--- config.mk ---
export PLATFORM = sky130hd
export DESIGN_NAME = debug_frame_receiver
export DESIGN_NICKNAME = d
export VERILOG_FILES = /design/src/rtl/debug_frame_receiver.sv
export SDC_FILE = /design/constraint.sdc
export NUM_CORES = 1
export LEC_CHECK = 0
export ABC_AREA = 1
export CAP_MARGIN = 30
export CORE_ASPECT_RATIO = 1.75
export CORE_MARGIN = 2
export CORE_UTILIZATION = 61
export CTS_BUF_LIST = sky130_fd_sc_hd__clkbuf_8
export DETAILED_ROUTE_END_ITERATION = 10
export PLACE_DENSITY = 0.88
export SYNTH_ARGS = -nofsm -noshare
export SYNTH_HDL_FRONTEND = slang
export SYNTH_SLANG_ARGS = --single-unit
--- constraint.sdc ---
create_clock -name debug_clk -period 4.5 [get_ports debug_clk]
set_clock_uncertainty 0.05 [all_clocks]
set_input_delay 0.9 -clock debug_clk [delete_from_list [all_inputs] [get_ports debug_clk]]
set_output_delay 0.9 -clock debug_clk [all_outputs]
set_load 0.05 [all_outputs]
--- src/rtl/debug_frame_receiver.sv ---
// ---------------------------------------------------------------------------
// debug_frame_receiver
//
// Serial debug-frame receiver. A frame starts on data_start. DATA_WIDTH bits
// are then shifted in from sin, one per clock. Each completed word is pushed
// into a small show-ahead FIFO, which the consumer drains with a valid/ready
// handshake.
//
// Features:
//   - selectable bit order
//   - restart/abort on data_start
//   - back-to-back frames
//   - overflow detection
//   - saturating dropped-frame counter
//
// Parameters
//   DATA_WIDTH  bits per frame (>=2)
//   FIFO_DEPTH  output FIFO entries (power of 2, >=2)
//   MSB_FIRST   1: first received bit ends up in out_data[DATA_WIDTH-1]
//               0: first received bit ends up in out_data[0]
//
// Ports
//   debug_clk    in   sole clock, posedge
//   reset_n      in   asynchronous active-low reset
//   data_start   in   frame start strobe (level, sampled on posedge)
//   sin          in   serial data, one bit per clock while a frame is active
//   out_data     out  FIFO head word (0 while the FIFO is empty)
//   out_valid    out  FIFO non-empty
//   out_ready    in   consumer takes the head when out_valid & out_ready
//   fifo_level   out  number of words held
//   busy         out  frame in progress
//   overflow     out  1-cycle pulse: completed word dropped (FIFO full)
//   frame_abort  out  1-cycle pulse: partial frame discarded by data_start
//   drop_count   out  saturating count of dropped words
// ---------------------------------------------------------------------------
module debug_frame_receiver #(
    parameter int DATA_WIDTH = 40,
    parameter int FIFO_DEPTH = 4,
    parameter bit MSB_FIRST  = 1'b1
) (
    input  logic                          debug_clk,
    input  logic                          reset_n,
    input  logic                          data_start,
    input  logic                          sin,
    output logic [DATA_WIDTH-1:0]         out_data,
    output logic                          out_valid,
    input  logic                          out_ready,
    output logic [$clog2(FIFO_DEPTH):0]   fifo_level,
    output logic                          busy,
    output logic                          overflow,
    output logic                          frame_abort,
    output logic [7:0]                    drop_count
);

    localparam int CNT_W = $clog2(DATA_WIDTH + 1);
    localparam int AW    = $clog2(FIFO_DEPTH);

    localparam logic [CNT_W-1:0] LAST_BIT = CNT_W'(DATA_WIDTH - 1);

    localparam logic [0:0] ST_IDLE  = 1'b0;
    localparam logic [0:0] ST_SHIFT = 1'b1;

    logic [0:0]            state;
    logic [CNT_W-1:0]      bit_cnt;
    logic [DATA_WIDTH-1:0] shift_reg;
    logic [DATA_WIDTH-1:0] shift_next;
    logic                  last_bit;
    logic                  restart;

    logic [AW:0]           wr_ptr;
    logic [AW:0]           rd_ptr;
    logic [DATA_WIDTH-1:0] mem [FIFO_DEPTH];
    logic                  fifo_empty;
    logic                  fifo_full;
    logic                  pop;
    logic                  push;
    logic                  drop;

    // Shift direction decides where the first received bit ends up after
    // DATA_WIDTH shifts.
    always_comb begin
        shift_next = shift_reg;
        if (MSB_FIRST) begin
            shift_next = {shift_reg[DATA_WIDTH-2:0], sin};
        end else begin
            shift_next = {sin, shift_reg[DATA_WIDTH-1:1]};
        end
    end

    // data_start on the last-bit edge does not abort. It completes the
    // current frame and chains a new one.
    assign last_bit = (state == ST_SHIFT) && (bit_cnt == LAST_BIT);
    assign restart  = (state == ST_SHIFT) && !last_bit && data_start;

    assign fifo_empty = (wr_ptr == rd_ptr);
    assign fifo_full  = (wr_ptr[AW] != rd_ptr[AW]) &&
                        (wr_ptr[AW-1:0] == rd_ptr[AW-1:0]);
    assign pop        = out_ready && !fifo_empty;

    // A pop in the same cycle frees the slot that the completing word takes.
    assign push       = last_bit && (!fifo_full || pop);
    assign drop       = last_bit && fifo_full && !pop;

    assign busy       = (state == ST_SHIFT);
    assign out_valid  = !fifo_empty;
    assign out_data   = fifo_empty ? '0 : mem[rd_ptr[AW-1:0]];
    assign fifo_level = wr_ptr - rd_ptr;

    // Frame control: state, bit counter and abort pulse.
    always_ff @(posedge debug_clk or negedge reset_n) begin
        if (!reset_n) begin
            state       <= ST_IDLE;
            bit_cnt     <= '0;
            frame_abort <= 1'b0;
        end else begin
            frame_abort <= restart;
            case (state)
                ST_IDLE: begin
                    if (data_start) begin
                        state   <= ST_SHIFT;
                        bit_cnt <= '0;
                    end
                end
                ST_SHIFT: begin
                    if (last_bit) begin
                        bit_cnt <= '0;
                        state   <= data_start ? ST_SHIFT : ST_IDLE;
                    end else if (data_start) begin
                        bit_cnt <= '0;
                    end else begin
                        bit_cnt <= bit_cnt + 1'b1;
                    end
                end
                default: begin
                    state   <= ST_IDLE;
                    bit_cnt <= '0;
                end
            endcase
        end
    end

    // Data path: no reset needed. A restarted frame overwrites all
    // DATA_WIDTH bits before it is written to the FIFO.
    always_ff @(posedge debug_clk) begin
        if (state == ST_SHIFT) begin
            shift_reg <= shift_next;
        end
        if (push) begin
            mem[wr_ptr[AW-1:0]] <= shift_next;
        end
    end

    // FIFO pointers and overflow bookkeeping.
    always_ff @(posedge debug_clk or negedge reset_n) begin
        if (!reset_n) begin
            wr_ptr     <= '0;
            rd_ptr     <= '0;
            overflow   <= 1'b0;
            drop_count <= '0;
        end else begin
            overflow <= drop;
            if (push) begin
                wr_ptr <= wr_ptr + 1'b1;
            end
            if (pop) begin
                rd_ptr <= rd_ptr + 1'b1;
            end
            if (drop && (drop_count != 8'hFF)) begin
                drop_count <= drop_count + 8'd1;
            end
        end
    end

endmodule

# After elaboration in Yosys (flattened, before gate mapping)
# Memory sizes are Yosys's and may differ from the RTL's.
# Index checks and enable logic that the tools add are counted.
# Widths: inputs -> output; s select.
# totals
reg_bits,62
ram_bits,160
out_inout_bits,55
elab_cells,45
memories,1
# classes
addsub,5
n_eq_ne,6
n_mux,10
bitwise,1
n_reduce_logical,14
# mem_list
memory,depth,word_bits,rd,rd_ports_with_merged_regs,wr,line_no,text
mem,4,40,1,0,1,72,logic [DATA_WIDTH-1:0] mem [FIFO_DEPTH];
# ops
cell,n
$mux 40,1
$mux 6,3
$pmux 6 s2,1
$logic_and 1x1->1,9
$add 8x1->8 const B,1
$ne 8x8->1 const B,1
$add 3x1->3 const B,2
$add 6x1->6 const B,1
$eq 6x6->1 const B,1
$logic_not 1->1,4
$mux 1,4
$eq 3x3->1,1
$sub 3x3->3,1
$eq 2x2->1,1
$ne 2x2->1 const B,1
$pmux 1 s2,1
$logic_or 1x1->1,1
$ne 1x1->1,1
$not 1->1,1

# Longest topological paths before layout
# Gate-level depths: netlist of run 1.
# depth
depth_word,7
ltp_mapped,12

# Worst setup path before layout of run 1
# Ideal clock, no wire load.
# synth_timing
kind,register to register
startpoint,"reg state, in the netlist busy"
endpoint,mem mem[3][0] (enable)
setup_time_ps,437
t_arrival_ps,3828
t_required_ps,4013
slack_ps,185
stages_incl_launch_ff,5
path_buffers,0
synth_period_minus_slack_ps,4315
path_cell_list,dfrtp_1 > nand3_4 > a21oi_4 > inv_2 > nor2_1
# synth_between
elab_chain_len,4
# synth_lines
element,line_no,text
"start, declared",63,logic [0:0] state;
"start signal, assigned",127,state <= data_start ? ST_SHIFT : ST_IDLE;
$logic_and 1x1->1,92,assign last_bit = (state == ST_SHIFT) && (bit_cnt == LAST_BIT);
$logic_and 1x1->1,101,assign push = last_bit && (!fifo_full || pop);
$mux 1,148,if (push) begin
$mux 1 (not written as such),149,mem[wr_ptr[AW-1:0]] <= shift_next;
"end, declared",72,
# Every way passes these cells.

# Worst setup path after layout of run 1
# layout_timing
startpoint,reg wr_ptr[0]
endpoint,out fifo_level[2]
# layout_between
elab_chain_len,1
# layout_lines
element,line_no,text
"start, declared",70,logic [AW:0] wr_ptr;
"start signal, assigned",163,wr_ptr <= wr_ptr + 1'b1;
$sub 3x3->3,107,assign fifo_level = wr_ptr - rd_ptr;
"end, declared",48,"output logic [$clog2(FIFO_DEPTH):0] fifo_level,"
# Every way passes these cells.

==> results.cfg, run 1 <==
[sta]
slew_viol_final = 0
tns_ns = 0
finalCriticalPeriod_ns = 3.63
timing_hold_violations_final = 0
setup_viol = 0
setup_ws_ns = 0.870
slew-limit-headroom = 0.446
grt_setup_unrepaired = false
clock.fmax_ghz = 0.276
post-route-period-util = 0.807
max_slew.worst_pin.slew_ns = 0.831

[layout]
finalInstanceArea_um2 = 10000
multi_input_area_um2 = 1940
nFillCells = 872
regArea_um2 = 6550
antenna_cells = 0
largest_reg_flops = 160
nets = 763
drive_gt1_frac = 0.162
fin_util = 0.719
area_growth_pct = 14.8

[setup_path]
crit_fanout = 4
crit_path_start_kind = flop
crit_chain = inv_1 > ha_1 > fa_1 > xor2_1 > clkdlybuf4s50_1
criticalPathCategory = reg2out
cp-end-kind = output port
cp.arrival_ns = 2.68
required_ns = 3.55
critPathSlowestCell = clkdlybuf4s50_1
cpPeakStageDelay_ns = 0.82

[detailed_routing]
drt-initial-drc-count = 497
dr.pass1.iters = 5
avgViaCountPerCell = 5.63
wire_per_inst_um = 17.8
wl_um = 16900
ant_nets = 0
route.vias.total = 5333
drc = 0

[die]
io_pins = 60
num_rows = 57
start_util = 0.627
coreArea_um2 = 13900
die-area_um2 = 15300
fp.dieW_um = 94.4
fp.dieH_um = 162

[global_route]
grt_first_pass_wirelength_um = 27000
antenna_found_initial = 0
grt_pass1_vias = 5583
gr-usage-all-layers = 0.227
grt_overflow = 0
grt_max_degree = 81

[logic_synthesis]
synthCells = 675
netlist_area_um2 = 8720
ys_types = 31
ys_ff_latch = 222
syn_nets = 690
postSynthAreaPerCell_um2 = 12.9
synth-seq-area-share = 0.752
ys_warn_count = 0

[cts]
path_clk_slew_ns = 0.07
cts_sinks = 222
ctsHoldBuffers = 0
post_cts_buffers = 0
root_buffer = clkbuf_8
cts_buffer_depth = 3
cts-resized-gates = 0
h-tree-depth = 1
clk_latency_ns = 0.53
cts_buffers = 28
cts_tree = done

[place]
place_hpwl_um = 10000
gp_congestion = 0.775
place_ws_ns = 1.26
dpl_cell_area_um2 = 9440
io_buffer_count = 59

[min_path]
hold_class = reg2reg

[power_and_ir_drop]
leakagePower_uw = 0.00372
peakVddDrop_uv = 639
power.density_nw_per_um2 = 655
finalPower_uw = 6550

[run_status]
status = finished, final reports clean

[flow_run]
maxCapViolations = 0
## report_power, final
group | leakage [uW] | internal (uW) | switching (uW)
clock network | 0.000335 | 726 | 678
registers | 0.00215 | 2280 | 46.2
logic | 0.00123 | 764 | 2050
## worst max-delay path: cells and delay by family, from the launching register on
| family | cells | cell delay (ns) |
|---|---|---|
| DFF | 1 | 0.44 |
| xor gates and xnor gates | 1 | 0.16 |
| adders and majority gates | 2 | 0.62 |
| buffers and inverters | 2 | 0.94 |
## Yosys cell counts
cell	instances	area share
edfxtp_1	199	0.69
nor2_1	171	0.074
o21ai_0	74	0.042
a21oi_1	41	0.024
nand2_1	38	0.016
dfrtp_1	23	0.066
inv_1	23	0.0099
buf_2	18	0.010
nand3_1	14	0.0080
o21ai_1	13	0.0075
ha_1	9	0.013
clkbuf_1	7	0.0030
inv_2	7	0.0030
nand2_2	6	0.0043
xor2_1	6	0.0060
nand4_1	5	0.0036
clkbuf_2	3	0.0017
buf_1	2	0.00086
nand3_2	2	0.0023
nor2_2	2	0.0014
nor2_4	2	0.0026
a21oi_4	1	0.0019
fa_1	1	0.0023
nand2_4	1	0.0013
nand3_4	1	0.0020
nand3b_1	1	0.00086
nor2_8	1	0.0023
nor3_1	1	0.00057
o22ai_1	1	0.00072
xnor2_1	1	0.0010
xor2_2	1	0.0019
## stage by stage
step	hold slack, ns	std cells
2_1_floorplan	0.409	675
3_3_place_gp	0.419	893
3_5_place_dp	0.444	895
4_1_cts	0.447	947
5_1_grt	0.471	947
6_report	0.458	947
## metal layers
layer,share of wire,GRT usage
met1,0.38,0.265
met2,0.55,0.422
met3,0.052,0.0343
met4,0.024,0.0764
met5,0,0
## cells in the final DEF, fill, tap and decap left out, types with 2 or more instances in the layout
master           count
nor2_2               2
inv_1               34
ha_1                 9
o21ai_1             13
xor2_1               6
o21ai_0             74
nand3_2              2
nand2_1             38
inv_2                7
edfxtp_1           199
a21oi_1             41
clkbuf_8            33
nand4_1              5
nor2_4               6
dfrtp_1             21
buf_4               53
nand3_1             14
clkinv_2             6
nor2_1             167
nand2_2              6
clkdlybuf4s50_1     18
dfrtp_2              2
## final timing paths
path                                     from             to  slack (ns)  depth (start not counted)
worst max-delay path                wr_ptr[0]  fifo_level[2]        0.87                          5
worst min-delay path            shift_reg[38]     mem[1][39]        0.46                          0
worst max register to register      wr_ptr[0]     mem[0][11]        1.68                          8
worst min register to register  shift_reg[38]     mem[1][39]        0.46                          0
max in group asynchronous             reset_n      rd_ptr[0]        3.33                          2
min in group asynchronous             reset_n  drop_count[2]        0.62                          1
## layout make-up
| class | instances | share of cell area |
|---|---|---|
| Sequential cell | 222 | 0.655 |
| Multi-Input combinational cell | 393 | 0.194 |
| Timing Repair Buffer | 73 | 0.0613 |
| Clock buffer | 33 | 0.0454 |
| Tap cell | 177 | 0.0221 |
| Inverter | 30 | 0.0113 |
| Clock inverter | 19 | 0.0105 |
## cell families (layout without fill, tap and decap cells)
logic type	count (synthesis)	in the layout	share of synthesized area
AO/OA/AOI/OAI	130	130	0.0761
XOR/XNOR	8	8	0.00890
adder cells (fa/ha/maj)	10	10	0.0152
buffers and inverters	60	155	0.0289
flip-flops	222	222	0.752
AND/OR/NAND/NOR	245	245	0.119
Power figures use the tool's default switching activity.
==> inputs of run 2 (changes only) <==
clock period = 3.44 ns   (was 4.5 ns; I/O delays follow)
==> results.cfg, run 2 (same netlist as run 1, synthesis figures left out) <==
[run_status]
status = finished, final reports clean

[layout]
area_growth_pct = 14.4
antenna_cells = 0
final_common_cell = edfxtp_1
nFillCells = 869
drive_gt1_frac = 0.159
fin_util = 0.717
largest_reg_flops = 160
nets = 763
layout_common_cells = 199 x edfxtp_1, 167 x nor2_1, 74 x o21ai_0

[global_route]
antenna_found_initial = 0
gr-usage-all-layers = 0.239
grt_max_degree = 83
grt_pass1_vias = 5698
grt_overflow = 0
grt_first_pass_wirelength_um = 28100

[setup_path]
r2r-end = mem[2][13]
critPathBufInv = 5
cp.arrival_ns = 2.53
critPathSlowestCell = dfrtp_1
crit_fanout = 27
reg2regPathDepth = 8
required_ns = 2.70
cp_top_family = buffers and inverters
cpPeakStageDelay_ns = 0.43
crit_chain = inv_1 > ha_1 > nand2_1 > inv_1 > nand3_2 > clkinvlp_4 > buf_4 > a21oi_1 > buf_4
r2r-start = wr_ptr[0]
r2r_slack_ns = 0.92
crit_path_start_kind = flop
criticalPathCategory = reg2out
cp-end-kind = output port

[place]
gp_congestion = 0.768
place_hpwl_um = 10300
io_buffer_count = 59

[cts]
h-tree-depth = 1
clk_latency_ns = 0.53
path_clk_slew_ns = 0.07
cts_buffers = 27
cts_tree = done
root_buffer = clkbuf_8
cts_sinks = 222
cts_buffer_depth = 3

[sta]
slew_viol_final = 0
timing_hold_violations_final = 0
slew-limit-headroom = 0.562
setup_viol = 0
post-route-period-util = 0.949
tns_ns = 0
clock.fmax_ghz = 0.306
max_slew.worst_pin.slew_ns = 0.657
grt_setup_unrepaired = false
finalCriticalPeriod_ns = 3.26

[power_and_ir_drop]
leakagePower_uw = 0.00365
peakVddDrop_uv = 783
power.density_nw_per_um2 = 843

[detailed_routing]
drt-initial-drc-count = 509
wl_um = 17600
avgViaCountPerCell = 5.81
route.vias.total = 5471
dr.pass1.iters = 6
ant_nets = 0
wire_per_inst_um = 18.7
drc = 0

[die]
io_pins = 60
num_rows = 57
fp.dieW_um = 94.4
fp.dieH_um = 162
start_util = 0.627
coreArea_um2 = 13900
die-area_um2 = 15300

[flow_run]
maxCapViolations = 0

[min_path]
hold_class = in2async
==> run 2: cell types whose count changed in the layout (fill, tap and decap cells not counted), sizes merged <==
cell           before  now
buf                55   58
clkbuf             33   27
inv                41   35
clkinv              7   11
clkinvlp            0    3
clkdlybuf4s50      18   16
bufinv              1    0
==> run 2: cell type report <==
type,count,area (um2),share of cell area
clock buffer,27,372,0.0373
multi-input combinational,393,1940,0.195
inverter,30,116,0.0117
tap,177,221,0.0222
timing repair buffer,74,682,0.0684
clock inverter,19,83.8,0.00841
sequential,222,6550,0.657
==> run 2: report_power, final <==
| part | leakage, uW | internal (uW) | switching (uW) | total (uW) |
|---|---|---|---|---|
| clock network | 0.000253 | 733 | 872 | 1600 |
| registers | 0.00215 | 2980 | 46.0 | 3030 |
| logic | 0.00125 | 1030 | 2740 | 3780 |
| total | 0.00365 | 4750 | 3660 | 8410 |
==> run 2: metal layers <==
layer / global-route usage / wire length (um)
met2: 0.433 / 9600
met3: 0.0320 / 1180
met4: 0.107 / 568
met5: 0 / 0
met1: 0.279 / 6280
==> run 2: worst max path at each step <==
stage,startpoint,endpoint,depth (start not counted)
finish,wr_ptr[0],out_data[39],9
detailed placement,wr_ptr[0],out_data[30],9
global placement,wr_ptr[0],out_data[27],9
floorplan,rd_ptr[1],out_data[0],10
CTS,rd_ptr[0],out_data[27],6
global route,wr_ptr[0],out_data[39],9
==> run 2: what timing repair did <==
| action | in CTS | in global routing |
|---|---|---|
| hold endpoints to repair | 0 | 0 |
| setup buffers | 2 | 0 |
| pin swaps | 0 | 0 |
| hold buffers | 0 | 0 |
| resized for setup | 1 | 1 |
| endpoints found under the setup margin | 27 | 6 |
==> run 2: per-stage QoR <==
stage | cell area, um2 | total power [uW] | cells | hold WS [ns] | worst slack [ns]
2_1_floorplan | 8730 | 5750 | 675 | 0.342 | 0.244
3_3_place_gp | 9470 | 6730 | 893 | 0.413 | 0.500
3_5_place_dp | 9490 | 6820 | 894 | 0.430 | 0.427
4_1_cts | 9970 | 8420 | 942 | 0.369 | 0.0209
5_1_grt | 9970 | 8770 | 942 | 0.384 | 0.0228
6_report | 9970 | 8410 | 942 | 0.382 | 0.177
==> run 2: worst register-to-register path, stage by stage (launching register included) <==
cell,delay [ns]
dfrtp_1,0.43
inv_1,0.11
ha_1,0.33
nand2_1,0.11
nor2_2,0.07
a21oi_4,0.25
inv_2,0.14
nor2_4,0.43
buf_12,0.28
